**src/rtl/weapons_pkg.sv**
```systemverilog
// Shared types for the weapon bank: ship mode constant, error codes and channel states.
package weapons_pkg;

    localparam logic [3:0] ATTACK_MODE = 4'b0010;

    typedef enum logic [1:0] {
        ErrNone  = 2'd0,
        ErrMode  = 2'd1,
        ErrEmpty = 2'd2,
        ErrBusy  = 2'd3
    } err_e;

    typedef enum logic [1:0] {
        StReady    = 2'd0,
        StReload   = 2'd1,
        StCooldown = 2'd2
    } ch_state_e;

endpackage

```
**src/rtl/weapon_bank_controller_if.sv**
```systemverilog
// Command/status bundle between the command decoder, the weapon bank and the ammo display.
interface weapon_bank_controller_if #(
    parameter int unsigned N_CH   = 4,
    parameter int unsigned AMMO_W = 9,
    parameter int unsigned RATE_W = 4
);
    localparam int unsigned SEL_W = (N_CH > 1) ? $clog2(N_CH) : 1;

    logic [3:0]             mode_sel;
    logic [N_CH-1:0]        fire;
    logic [N_CH*RATE_W-1:0] fire_rate;
    logic                   load_req;
    logic [SEL_W-1:0]       ch_sel;
    logic [AMMO_W-1:0]      load_ammo;
    logic                   cap_load;
    logic [AMMO_W-1:0]      cap_in;
    logic [N_CH*AMMO_W-1:0] ammo_out;
    logic [N_CH-1:0]        busy;
    logic [N_CH-1:0]        shot;
    logic                   error;
    logic [1:0]             err_code;

    modport master (
        output mode_sel, fire, fire_rate, load_req, ch_sel, load_ammo, cap_load, cap_in,
        input  ammo_out, busy, shot, error, err_code
    );

    modport slave (
        input  mode_sel, fire, fire_rate, load_req, ch_sel, load_ammo, cap_load, cap_in,
        output ammo_out, busy, shot, error, err_code
    );

endinterface

```
**src/rtl/weapon_channel.sv**
```systemverilog
// One weapon channel: READY/RELOAD/COOLDOWN FSM, saturating ammo register and shared timer.
module weapon_channel
    import weapons_pkg::*;
#(
    parameter int unsigned AMMO_W       = 9,
    parameter int unsigned RATE_W       = 4,
    parameter int unsigned RELOAD_CYC   = 8,
    parameter int unsigned COOLDOWN_CYC = 2
) (
    input  logic              clk,
    input  logic              rst,
    input  logic              fire,
    input  logic              attack,
    input  logic              load,
    input  logic [RATE_W-1:0] rate,
    input  logic [AMMO_W-1:0] load_ammo,
    input  logic [AMMO_W-1:0] capacity,
    output logic [AMMO_W-1:0] ammo,
    output logic              busy,
    output logic              shot,
    output err_e              fault
);

    localparam int unsigned TMAX  = (RELOAD_CYC > COOLDOWN_CYC) ? RELOAD_CYC : COOLDOWN_CYC;
    localparam int unsigned TMR_W = $clog2(TMAX + 1);
    localparam logic [TMR_W-1:0] RL_INIT = TMR_W'(RELOAD_CYC - 1);
    localparam logic [TMR_W-1:0] CD_INIT = (COOLDOWN_CYC > 0) ? TMR_W'(COOLDOWN_CYC - 1) : '0;

    ch_state_e         state_q, state_d;
    logic [AMMO_W-1:0] ammo_q, ammo_d, target_q, target_d;
    logic [TMR_W-1:0]  timer_q, timer_d;
    logic              shot_q, shot_d;

    logic [AMMO_W:0]   sum;
    logic [AMMO_W-1:0] capped;
    logic [AMMO_W-1:0] step;

    always_comb begin
        // Sum kept one bit wider so a full bank plus a large reload cannot wrap.
        sum    = {1'b0, ammo_q} + {1'b0, load_ammo};
        capped = (sum > {1'b0, capacity}) ? capacity : sum[AMMO_W-1:0];
        step   = (rate == '0) ? AMMO_W'(1) : AMMO_W'(rate);
    end

    always_comb begin
        state_d  = state_q;
        ammo_d   = ammo_q;
        target_d = target_q;
        timer_d  = timer_q;
        shot_d   = 1'b0;
        fault    = ErrNone;
        unique case (state_q)
            StReady: begin
                if (load) begin
                    state_d  = StReload;
                    target_d = capped;
                    timer_d  = RL_INIT;
                    if (fire) fault = ErrBusy;
                end else if (fire) begin
                    if (!attack) begin
                        fault = ErrMode;
                    end else if (ammo_q == '0) begin
                        fault = ErrEmpty;
                    end else begin
                        ammo_d = (ammo_q > step) ? ammo_q - step : '0;
                        shot_d = 1'b1;
                        if (COOLDOWN_CYC > 0) begin
                            state_d = StCooldown;
                            timer_d = CD_INIT;
                        end
                    end
                end
            end
            StCooldown: begin
                if (load) begin
                    state_d  = StReload;
                    target_d = capped;
                    timer_d  = RL_INIT;
                end else if (timer_q == '0) begin
                    state_d = StReady;
                end else begin
                    timer_d = timer_q - 1'b1;
                end
            end
            StReload: begin
                if (fire) fault = ErrBusy;
                if (timer_q == '0) begin
                    ammo_d  = target_q;
                    state_d = StReady;
                end else begin
                    timer_d = timer_q - 1'b1;
                end
            end
            default: state_d = StReady;
        endcase
    end

    always_ff @(posedge clk or posedge rst) begin
        if (rst) begin
            state_q  <= StReady;
            ammo_q   <= '0;
            target_q <= '0;
            timer_q  <= '0;
            shot_q   <= 1'b0;
        end else begin
            state_q  <= state_d;
            ammo_q   <= ammo_d;
            target_q <= target_d;
            timer_q  <= timer_d;
            shot_q   <= shot_d;
        end
    end

    assign ammo = ammo_q;
    assign busy = (state_q == StReload);
    assign shot = shot_q;

endmodule

```
**src/rtl/weapon_bank_controller.sv**
```systemverilog
// Bank of weapon channels with a shared capacity register and registered error reporting.
module weapon_bank_controller
    import weapons_pkg::*;
#(
    parameter int unsigned N_CH         = 4,
    parameter int unsigned AMMO_W       = 9,
    parameter int unsigned RATE_W       = 4,
    parameter int unsigned RELOAD_CYC   = 8,
    parameter int unsigned COOLDOWN_CYC = 2
) (
    input logic                     clk,
    input logic                     rst,
    weapon_bank_controller_if.slave bus
);

    localparam int unsigned SEL_W = (N_CH > 1) ? $clog2(N_CH) : 1;

    logic [AMMO_W-1:0]      cap_q;
    logic                   err_q;
    err_e                   code_q, code_d;
    logic                   attack;
    logic [N_CH*AMMO_W-1:0] ammo_flat;
    logic [N_CH-1:0]        busy_flat;
    logic [N_CH-1:0]        shot_flat;
    err_e                   fault [N_CH];

    assign attack = (bus.mode_sel == ATTACK_MODE);

    for (genvar i = 0; i < N_CH; i++) begin : g_ch
        weapon_channel #(
            .AMMO_W      (AMMO_W),
            .RATE_W      (RATE_W),
            .RELOAD_CYC  (RELOAD_CYC),
            .COOLDOWN_CYC(COOLDOWN_CYC)
        ) u_ch (
            .clk      (clk),
            .rst      (rst),
            .fire     (bus.fire[i]),
            .attack   (attack),
            .load     (bus.load_req && (bus.ch_sel == SEL_W'(i))),
            .rate     (bus.fire_rate[i*RATE_W +: RATE_W]),
            .load_ammo(bus.load_ammo),
            .capacity (cap_q),
            .ammo     (ammo_flat[i*AMMO_W +: AMMO_W]),
            .busy     (busy_flat[i]),
            .shot     (shot_flat[i]),
            .fault    (fault[i])
        );
    end

    // Lowest faulting channel wins; a rejected reload request overrides them all.
    always_comb begin
        code_d = ErrNone;
        for (int i = N_CH - 1; i >= 0; i--) begin
            if (fault[i] != ErrNone) code_d = fault[i];
        end
        if (bus.load_req && (32'(bus.ch_sel) < N_CH) && busy_flat[bus.ch_sel]) code_d = ErrBusy;
    end

    always_ff @(posedge clk or posedge rst) begin
        if (rst) begin
            cap_q  <= '1;
            err_q  <= 1'b0;
            code_q <= ErrNone;
        end else begin
            if (bus.cap_load) cap_q <= bus.cap_in;
            err_q  <= (code_d != ErrNone);
            code_q <= code_d;
        end
    end

    assign bus.ammo_out = ammo_flat;
    assign bus.busy     = busy_flat;
    assign bus.shot     = shot_flat;
    assign bus.error    = err_q;
    assign bus.err_code = code_q;

endmodule
```
**src/flat_wrapper.sv**
```systemverilog
// flat-port wrapper written by rule: the top's interface ports become plain ports
module weapon_bank_controller_flat import weapons_pkg::*;
#(
    parameter int unsigned N_CH         = 4,
    parameter int unsigned AMMO_W       = 9,
    parameter int unsigned RATE_W       = 4,
    parameter int unsigned RELOAD_CYC   = 8,
    parameter int unsigned COOLDOWN_CYC = 2
)
  (clk, rst, bus_mode_sel, bus_fire, bus_fire_rate, bus_load_req, bus_ch_sel, bus_load_ammo, bus_cap_load, bus_cap_in, bus_ammo_out, bus_busy, bus_shot, bus_error, bus_err_code);
  weapon_bank_controller_if #(.N_CH(N_CH), .AMMO_W(AMMO_W), .RATE_W(RATE_W)) bus_i ();
  input logic clk;
  input logic rst;
  input wire logic [$bits(bus_i.mode_sel)-1:0] bus_mode_sel;
  input wire logic [$bits(bus_i.fire)-1:0] bus_fire;
  input wire logic [$bits(bus_i.fire_rate)-1:0] bus_fire_rate;
  input wire logic [$bits(bus_i.load_req)-1:0] bus_load_req;
  input wire logic [$bits(bus_i.ch_sel)-1:0] bus_ch_sel;
  input wire logic [$bits(bus_i.load_ammo)-1:0] bus_load_ammo;
  input wire logic [$bits(bus_i.cap_load)-1:0] bus_cap_load;
  input wire logic [$bits(bus_i.cap_in)-1:0] bus_cap_in;
  output wire logic [$bits(bus_i.ammo_out)-1:0] bus_ammo_out;
  output wire logic [$bits(bus_i.busy)-1:0] bus_busy;
  output wire logic [$bits(bus_i.shot)-1:0] bus_shot;
  output wire logic [$bits(bus_i.error)-1:0] bus_error;
  output wire logic [$bits(bus_i.err_code)-1:0] bus_err_code;
  assign bus_i.mode_sel = bus_mode_sel;
  assign bus_i.fire = bus_fire;
  assign bus_i.fire_rate = bus_fire_rate;
  assign bus_i.load_req = bus_load_req;
  assign bus_i.ch_sel = bus_ch_sel;
  assign bus_i.load_ammo = bus_load_ammo;
  assign bus_i.cap_load = bus_cap_load;
  assign bus_i.cap_in = bus_cap_in;
  assign bus_ammo_out = bus_i.ammo_out;
  assign bus_busy = bus_i.busy;
  assign bus_shot = bus_i.shot;
  assign bus_error = bus_i.error;
  assign bus_err_code = bus_i.err_code;
  weapon_bank_controller #(.N_CH(N_CH), .AMMO_W(AMMO_W), .RATE_W(RATE_W), .RELOAD_CYC(RELOAD_CYC), .COOLDOWN_CYC(COOLDOWN_CYC)) u_core (.clk(clk), .rst(rst), .bus(bus_i));
endmodule
```
**config.mk**
```make
export PLATFORM = sky130hd
export DESIGN_NAME = weapon_bank_controller_flat
export DESIGN_NICKNAME = d
export VERILOG_FILES = /design/src/rtl/weapons_pkg.sv /design/src/rtl/weapon_bank_controller_if.sv /design/src/rtl/weapon_channel.sv /design/src/rtl/weapon_bank_controller.sv /design/src/flat_wrapper.sv
export SDC_FILE = /design/constraint.sdc
export NUM_CORES = 1
export LEC_CHECK = 0
export CAP_MARGIN = 10
export CORE_UTILIZATION = 53
export DETAILED_ROUTE_END_ITERATION = 10
export HOLD_SLACK_MARGIN = 0.02
export PLACE_DENSITY = 0.85
export SLEW_MARGIN = 20
export SYNTH_ARGS = -nofsm -noshare
export SYNTH_HDL_FRONTEND = slang
export SYNTH_SLANG_ARGS = --single-unit
```
**constraint.sdc**
```tcl
create_clock -name clk -period 3.9 [get_ports clk]
set_clock_uncertainty 0.15 [all_clocks]
set_input_delay 0.39 -clock clk [delete_from_list [all_inputs] [get_ports clk]]
set_output_delay 0.39 -clock clk [all_outputs]
set_load 0.1 [all_outputs]
```
* Yosys cells after proc, flatten, opt, wreduce, memory -nomap -nowiden
Index checks and enable logic that the tools add are counted.
** Cells by class
- $add $sub $neg :: 12
- Magnitude comparators :: 9
- Eq/ne operators :: 44
- Reduce and logical (&&, ||, !) cells :: 55
- Muxes and demuxes :: 143
** Operators with widths (number)
- $mux W9 :: 28
- $mux W4 :: 28
- $mux W2 :: 49
- $pmux W9 S2 :: 4
- $pmux W4 S3 :: 4
- $add A9 B9 Y10 :: 4
- $gt A10 B9 Y1 :: 4
- $gt A9 B4 Y1 :: 4
- $logic_not A9 Y1 :: 4
- $sub A9 B4 Y9 :: 4
- $logic_not A4 Y1 :: 8
- $ne A3 B3 Y1 const B :: 9
- $ne A2 B2 Y1 const B :: 13
- $pmux W2 S3 :: 4
- $reduce_and A6 Y1 :: 4
- $mux W1 :: 21
- $reduce_bool A2 Y1 :: 9
- $pmux W2 S2 :: 4
- $reduce_and A4 Y1 :: 4
- $sub A4 B1 Y4 const B :: 4
- $ne A2 B1 Y1 const B :: 7
- $eq A2 B2 Y1 const B :: 6
- $reduce_and A3 Y1 :: 4
- $reduce_bool A3 Y1 :: 4
- other kinds (9) :: 29
** Storage, ports and cells
- Logic and storage cells :: 286
- Flip-flop bits (word level) :: 112
- Input port bits :: 48
- Output and inout bits :: 47

* Depth between registers and ports, before layout
Gate-level depths: netlist of run 1.
- Depth in word-level cells :: 13
- Mapped depth :: 14
- Gate-level depth less buffers :: 13

* By module
A second synthesis of run 1 with hierarchy kept.
** Second synthesis, totals
- Cell total of the unflattened synthesis :: 1125
- Area, all modules :: 9759.4 um2
** By module, submodules not included
- weapon_channel (u_core.g_ch[1].u_ch ...) :: area each 2301.0 um2, sequential area each 625.6 um2, times used 2, cells each 277
- weapon_channel (u_core.g_ch[0].u_ch) :: area each 2342.2 um2, sequential area each 625.6 um2, times used 1, cells each 266
- weapon_channel (u_core.g_ch[3].u_ch) :: area each 2233.4 um2, sequential area each 625.6 um2, times used 1, cells each 262
- weapon_bank_controller :: area each 581.8 um2, sequential area each 311.5 um2, times used 1, cells each 43

* Worst setup path after synthesis of run 1
Ideal clock, no wire load.
- Path kind :: flip-flop to flip-flop
- From :: register u_core.g_ch[3].u_ch.ammo_q[0]
- To :: register u_core.g_ch[3].u_ch.target_q[8]
- Data arrival time :: 3955 ps
- Buffers on the path :: 1
- Clock period less this slack :: 4229 ps
- Path slack :: -329 ps
- Data required time :: 3625 ps
- Setup time :: 125 ps
- Cell stages (with the launch flop) :: 15
- Cell sequence :: dfrtp_1 ha_1 fa_1 a21o_1 a221o_1 o41ai_2 xnor2_1 ha_1 or2_2 o31a_1 o31ai_1 o211ai_1 buf_2 mux2_2 mux2_2
** Between the ends
- Word-level cells in the longest chain between the ends :: 3
** Ends and longest elaborated chain
- start: declaration :: line weapon_channel.sv:30 : logic [AMMO_W-1:0] ammo_q, ammo_d, target_q, target_d;
- start signal: assignment :: line weapon_channel.sv:107 : ammo_q <= ammo_d;
- $add A9 B9 Y10 (*) :: line weapon_channel.sv:40 : sum = {1'b0, ammo_q} + {1'b0, load_ammo};
- $gt A10 B9 Y1 :: line weapon_channel.sv:41 : capped = (sum > {1'b0, capacity}) ? capacity : sum[AMMO_W-1:0];
- $mux W9 (*) :: line weapon_channel.sv:41
- end signal: assignment :: line weapon_channel.sv:108 : target_q <= target_d;
- end: declaration :: line weapon_channel.sv:30
Every way passes the cells marked *; elsewhere a longest branch is shown, timed or not.
A chain may end at the register's enable or synchronous reset.

* Final worst setup path of run 1
- From :: register u_core.g_ch[3].u_ch.ammo_q[1]
- To :: register u_core.g_ch[3].u_ch.target_q[8]
The elaborated chain is that of the path after synthesis.

==> metrics, run 1 <==
status complete, no violations; share of cells above drive strength 1 0.1269; WP data arrival 3.87 ns; Post-Synthesis Cells 1088; final setup fails 0; chip width 135.6 um; crit path time final 3.765 ns; routability cong. 0.9450; starting density of the core 0.5450; post-synthesis instance area 0.009459 mm^2; Sw Pwr 5.468 mW; Syn Area/Cell 8.694 um^2; HP Start u_core.g_ch[0].u_ch.target_q[7]; total CTS buffers 9; cell-internal power 4.890 mW; core area 0.01736 mm^2; number of H-tree levels 3; IO buf count 94; via count 9086; syn nets 1252; Worst VDD drop 738.8 uV; synth warn 0; Max FO, Critical Path 7; Post-synth top flop dfrtp_1; RSZ-0062 raised after global routing no; Die ar. 0.01839 mm^2; Final Cell Area 0.01133 mm^2; leakage 5.129 nW; Iter 0 DRT Violations 756; sequential share of power 0.208; Max clock buf depth 2; Max Slew Vio Count 0; IO Pins 95; fin crit share 0.9655; Net Sw Frac 0.5279; clk_lat worst skew 0.37 ns; antenna-violating nets left 0; Yosys reg bits 112; CP Capture Type flop; DRC 0; final WL 26660 um; CTS sink count 112; crit start category flop; critical path required time 4.00 ns; initial antenna violation count 0; wire per inst 18.34 um; Gate power share 0.705; number of global-route vias before repair 8746; drt first pass iters 5; HP Class reg2reg; Total Power 10.36 mW; Slew headroom 0.2467; dpl hpwl 20320 um; overall global routing resource usage 0.2975; pwr/cell area 914.4 mW/mm^2; worst reg2reg path depth 12; f_max 265.6 MHz; library cells used by synthesis 82; Worst Hold End u_core.g_ch[0].u_ch.target_q[7]; gr ovfl total 0; Post-synth ARST share 1.000; Worst Hold Depth 2; CTS tree done; Die H 135.6 um; Setup Buffers After CTS 0; Worst-Margin Slew 1.120 ns; R2R setup slack 0.13 ns; clock share of power 0.086; WS Path Type reg2reg; worst r2r src u_core.g_ch[3].u_ch.ammo[1]; # nets final 1388; clk root buf clkbuf_16; FP Rows 48; global-route wire length before repair 43140 um; Max-Cap Viols 0; RR Endpoint u_core.g_ch[3].u_ch.target_q[8]; n_diodes 0; Post-synth EDFFs 0; Worst-path clk slew 0.08 ns; vias per cell 6.249; pin count of the biggest net entering global routing 58; sequential fraction of the synthesis area 0.2975; Final Hold Viols 0; DP Area 0.01104 mm^2; area delta synth->final 19.75%
## critical path, cell delays in order, from the launching register on
cell      delay [ns]
dfrtp_2         0.48
ha_1            0.33
a211oi_1        0.26
o21bai_1        0.17
o31ai_1         0.39
xnor2_1         0.24
ha_1            0.32
a211oi_2        0.20
o21ai_0         0.12
o31ai_1         0.25
o211ai_1        0.18
mux2_2          0.30
mux2_2          0.26
## sequential cells by signal, indices dropped and copies added (netlist names)
name / flops
u_core.g_ch.u_ch.timer_q: 16
u_core.g_ch.u_ch.shot: 4
u_core.bus.err_code: 2
u_core.g_ch.u_ch.target_q: 36
u_core.bus.error: 1
u_core.g_ch.u_ch.ammo: 36
u_core.cap_q: 9
u_core.g_ch.u_ch.state_q: 8
## placed cells by master, fill, tap and decap left out, types with 9 or more instances in the layout
| cell type | count |
|---|---|
| a21oi_1 | 58 |
| dfrtp_2 | 17 |
| dfrtp_1 | 86 |
| nand4_1 | 11 |
| mux2i_1 | 27 |
| nor3_1 | 28 |
| clkbuf_16 | 9 |
| o21ai_0 | 116 |
| a32oi_1 | 9 |
| nand3_1 | 21 |
| a22o_1 | 12 |
| a21o_1 | 17 |
| nand2_1 | 89 |
| buf_4 | 69 |
| o31ai_1 | 10 |
| o211ai_1 | 14 |
| clkdlybuf4s50_1 | 87 |
| nor2b_1 | 13 |
| o22ai_1 | 9 |
| a31oi_1 | 15 |
| o21a_1 | 9 |
| inv_1 | 75 |
| nand2b_1 | 17 |
| ha_1 | 106 |
| xnor2_1 | 19 |
| xor2_1 | 11 |
| or2_2 | 10 |
| nor2_1 | 69 |
| dfstp_2 | 9 |
| a211oi_1 | 9 |
| o21ai_1 | 10 |
| a22oi_1 | 17 |
## cell usage after synthesis (all sizes together), types with 7 or more instances
cell / instances / area (um^2)
o31ai: 10 / 75.07
a32oi: 9 / 78.83
nand2b: 17 / 106.4
nor2b: 13 / 81.33
and3: 7 / 48.80
a21o: 17 / 127.6
o211ai: 14 / 105.1
nand3: 21 / 105.1
ha: 108 / 1351
o22ai: 9 / 56.30
a31oi: 15 / 93.84
xnor2: 19 / 166.4
a21oi: 58 / 290.3
o21ai: 129 / 660.6
nor4: 8 / 56.30
nor2: 69 / 259.0
nand2: 89 / 334.1
mux2i: 27 / 270.3
a211oi: 10 / 75.07
or2: 12 / 75.08
nor3: 29 / 150.1
buf: 19 / 135.1
dfrtp: 103 / 2577
xor2: 11 / 96.34
o21bai: 9 / 71.32
a22o: 12 / 105.1
inv: 76 / 285.3
mux2: 7 / 78.83
dfstp: 9 / 236.5
fa: 8 / 160.2
o21a: 9 / 67.56
nand4: 11 / 68.82
or3: 8 / 50.05
a22oi: 18 / 148.9
clkbuf: 17 / 63.81
## power by group through the flow
stage / clock [mW] / combinational (mW) / sequential, mW
2_1_floorplan: 0 / 4.21 / 3.14
3_3_place_gp: 0 / 6.95 / 2.15
3_5_place_dp: 0 / 7.15 / 2.16
4_1_cts: 0.896 / 7.20 / 2.14
5_1_grt: 0.951 / 7.96 / 2.21
6_report: 0.893 / 7.31 / 2.16
## kinds of logic (layout without fill, tap and decap cells)
family	Yosys count	count (layout)	share of synthesized area
AO/OA/AOI/OAI	368	368	0.2571
AND/OR/NAND/NOR	316	316	0.1697
adder cells (fa/ha/maj)	116	116	0.1598
flip-flops	112	112	0.2975
buffers and inverters	112	253	0.05119
multiplexers	34	34	0.03691
XOR/XNOR	30	30	0.02778
## per-stage QoR
| step | hold slack, ns | worst slack [ns] | utilization | TNS [ns] | cells |
|---|---|---|---|---|---|
| finish | 0.3397 | 0.1347 | 0.6526 | 0 | 1454 |
| CTS | 0.3404 | 0.1025 | 0.6514 | 0 | 1454 |
| floorplan | 0.2992 | -0.02028 | - | -0.02028 | 1088 |
| global route | 0.3597 | 0.0008988 | 0.6526 | 0 | 1454 |
| detailed placement | 0.3241 | -0.4608 | 0.6360 | -12.04 | 1438 |
| global placement | 0.3129 | -0.3413 | 0.6360 | -7.781 | 1438 |
## area by class of cell
type                    count  area (um^2)
clock buffers              13        250.2
clock inverters             3        17.52
fillers                  1415         6030
inverters                  76        287.8
multi-input cells         864         6192
flip-flops and latches    112         2835
well taps                 225        281.5
repair buffers            161         1463
## timing repair
| item | CTS | global route |
|---|---|---|
| gates resized for setup | 1 | 4 |
| endpoints found under the hold margin | 0 | 0 |
| hold buffers | 0 | 0 |
| endpoints found under the setup margin | 18 | 26 |
## worst max path at each step
stage	start	end	slack [ns]	cells after the start
2_1_floorplan	u_core.g_ch[3].u_ch.ammo[0]	u_core.g_ch[3].u_ch.target_q[8]	-0.02	14
3_3_place_gp	bus_load_ammo[0]	u_core.g_ch[1].u_ch.target_q[8]	-0.34	15
3_5_place_dp	bus_load_ammo[0]	u_core.g_ch[1].u_ch.target_q[8]	-0.46	15
4_1_cts	bus_load_ammo[1]	u_core.g_ch[0].u_ch.target_q[8]	0.10	14
5_1_grt	u_core.g_ch[3].u_ch.ammo[0]	u_core.g_ch[3].u_ch.target_q[8]	0.0009	13
6_report	u_core.g_ch[3].u_ch.ammo[1]	u_core.g_ch[3].u_ch.target_q[8]	0.13	12
## metal layers
layer | GRT usage | share of wire
met2 | 0.4813 | 0.46
met3 | 0.06584 | 0.077
met1 | 0.3870 | 0.43
met5 | 0 | 0
met4 | 0.1105 | 0.031
Power figures use the tool's default switching activity.
==> run 2: changes to the inputs <==
--- a/config.mk
+++ b/config.mk
@@ -9,6 +9,7 @@
 export CORE_UTILIZATION = 53
 export DETAILED_ROUTE_END_ITERATION = 10
 export HOLD_SLACK_MARGIN = 0.02
+export MAX_ROUTING_LAYER = met4
 export PLACE_DENSITY = 0.85
 export SLEW_MARGIN = 20
 export SYNTH_ARGS = -nofsm -noshare
==> run 2 against run 1 <==
  * Fmax grew 0.26%
  * Setup slack gained 0.0098 ns
  * Final area grew 0.42%
  * Global-route usage grew 0.70 points
  * Core utilization grew 0.27 points
  * Sequential share of layout area shrank 0.10 points
  * Via count grew 0.23%
  * Sequential cell count is the same
  * Clock power is essentially flat
  * Sequential power is essentially flat
  * Register-to-register slack is essentially flat
  * Non-clock buffer count grew 4
==> metrics, run 2 (same netlist as run 1, synthesis figures left out) <==
crit-path most repeated cell mux2_2; routability cong. 0.9335 (-1.2%); final WL 26860 um (+0.75%); initial antenna violation count 0 (unchanged); Die ar. 0.01839 mm^2 (unchanged); dpl hpwl 20540 um (+1.1%); vias per cell 6.246 (about the same); Slowest cell on crit path dfrtp_2; Max Slew Vio Count 0 (unchanged); pwr/cell area 915.3 mW/mm^2 (+0.10%); number of H-tree levels 3 (unchanged); crit path time final 3.756 ns (-0.009841 ns); CP Capture Type flop; starting density of the core 0.5450 (unchanged); final setup fails 0 (unchanged); clk root buf clkbuf_16; Final Cell Area 0.01137 mm^2 (+0.42%); CTS sink count 112 (unchanged); Net Sw Frac 0.5279 (about the same); WS Path Type reg2reg; chip width 135.6 um (unchanged); drt first pass iters 6 (+1); Die H 135.6 um (unchanged); clk_lat worst skew 0.36 ns (about the same); crit start category flop; most common cell after layout, fill and taps aside o21ai_0; IO Pins 95 (unchanged); wire per inst 18.43 um (+0.47%); Slew headroom 0.3359 (+0.08912); status complete, no violations; Max clock buf depth 2 (unchanged); total CTS buffers 9 (unchanged); fin crit share 0.9629 (-0.002523); Setup TNS 0 ns (unchanged); M1 WL 11320 um (-0.69%); hold_ws 0.2997 ns (-0.04004 ns); area delta synth->final 20.25%; Final Hold Viols 0 (unchanged); Iter 0 DRT Violations 644 (-15%); via count 9107 (+0.23%); overall global routing resource usage 0.3045 (+0.007000); sequential share of power 0.207 (about the same); Worst-Margin Slew 0.9871 ns (-0.1325 ns); DRC 0 (unchanged); worst-path cell chain ha_4, fa_1, a21o_1, a221o_1, o41ai_2, xnor2_1, ha_1, a211oi_1, o21ai_0, o31ai_1, o211ai_1, mux2_2, mux2_2; leakage 5.159 nW (+0.58%); Sw Pwr 5.496 mW (+0.52%); CP delay by family, top compound AO/OA/AOI/OAI gates; Worst VDD drop 756.4 uV (+2.4%); Gate power share 0.707 (+0.002); core area 0.01736 mm^2 (unchanged); antenna-violating nets left 0 (unchanged); FP Rows 48 (unchanged); number of global-route vias before repair 8729 (-0.19%); global-route wire length before repair 42950 um (-0.43%); gr ovfl total 0 (unchanged); f_max 266.3 MHz (+0.26%); HP Class in2async; CTS tree done; top sig layer met4; Worst-path clk slew 0.07 ns (about the same); WP data arrival 3.85 ns (-0.02 ns); IO buf count 94 (unchanged); critical path required time 4.00 ns (about the same); clock share of power 0.086 (about the same); pin count of the biggest net entering global routing 47 (-19%); met2 wire length 12540 um (+1.2%); Max-Cap Viols 0 (unchanged); Hold Buf Count CTS 0 (unchanged); DP Area 0.01106 mm^2 (+0.20%); share of cells above drive strength 1 0.1330 (+0.006076); Max FO, Critical Path 5 (-2); Max stage delay on crit path 0.47 ns (about the same); cell-internal power 4.916 mW (+0.53%); Buf/Inv on CP 0 (unchanged); commonest non-fill, non-tap cells in the layout 114 x o21ai_0, 106 x ha_1, 89 x nand2_1; # nets final 1392 (+0.29%); Total Power 10.41 mW (+0.52%); n_diodes 0 (unchanged); RSZ-0062 raised after global routing no; WL met3 2016 um (-1.9%)
-- run 2: worst paths after layout --
path / slack (ns) / cells after the start / start / end
worst max-delay path: 0.14 / 13 / u_core.g_ch[3].u_ch.ammo[0] / u_core.g_ch[3].u_ch.target_q[8]
worst min-delay path: 0.30 / 2 / rst / u_core.g_ch[0].u_ch.timer_q[2]
worst max register to register: 0.14 / 13 / u_core.g_ch[3].u_ch.ammo[0] / u_core.g_ch[3].u_ch.target_q[8]
worst min register to register: 0.34 / 2 / u_core.g_ch[0].u_ch.target_q[3] / u_core.g_ch[0].u_ch.target_q[3]
max in group asynchronous: 2.53 / 3 / rst / u_core.cap_q[2]
min in group clk: 0.34 / 2 / u_core.g_ch[0].u_ch.target_q[3] / u_core.g_ch[0].u_ch.target_q[3]
-- run 2: repair_timing --
item / CTS / global route
buffers inserted: 0 / 1
pin swaps: 0 / 2
endpoints found under the hold margin: 0 / 0
setup endpoints to repair: 18 / 30
gates resized for setup: 2 / 9
-- run 2: cell type report --
type,instances,area [um^2]
timing repair buffer,165,1495
tap,225,281.5
clock buffer,13,250.2
clock inverter,3,17.52
multi-input combinational,864,6207
inverter,76,287.8
fill,1409,5982
sequential,112,2835
-- run 2: power groups by stage --
stage / Sequential, mW / Combinational [mW] / Clock (mW)
after floorplan: 3.14 / 4.21 / 0
after detailed placement: 2.16 / 7.19 / 0
after CTS: 2.14 / 7.25 / 0.899
final: 2.15 / 7.37 / 0.892
after global placement: 2.15 / 6.96 / 0
after global routing: 2.20 / 8.02 / 0.945
-- run 2: per-stage QoR --
step / worst slack (ns) / utilization / instances
after floorplan: -0.02028 / - / 1088
after global placement: -0.3356 / 0.6373 / 1441
after detailed placement: -0.5260 / 0.6373 / 1441
after CTS: 0.003176 / 0.6531 / 1457
after global routing: 0.003239 / 0.6553 / 1458
final: 0.1445 / 0.6553 / 1458
-- run 2: metal layers --
metal	vias up	track usage
met4	0	0.1398
met1	4322	0.3794
met3	93	0.05350
met2	371	0.4796
met5	-	-
li1	4321	-
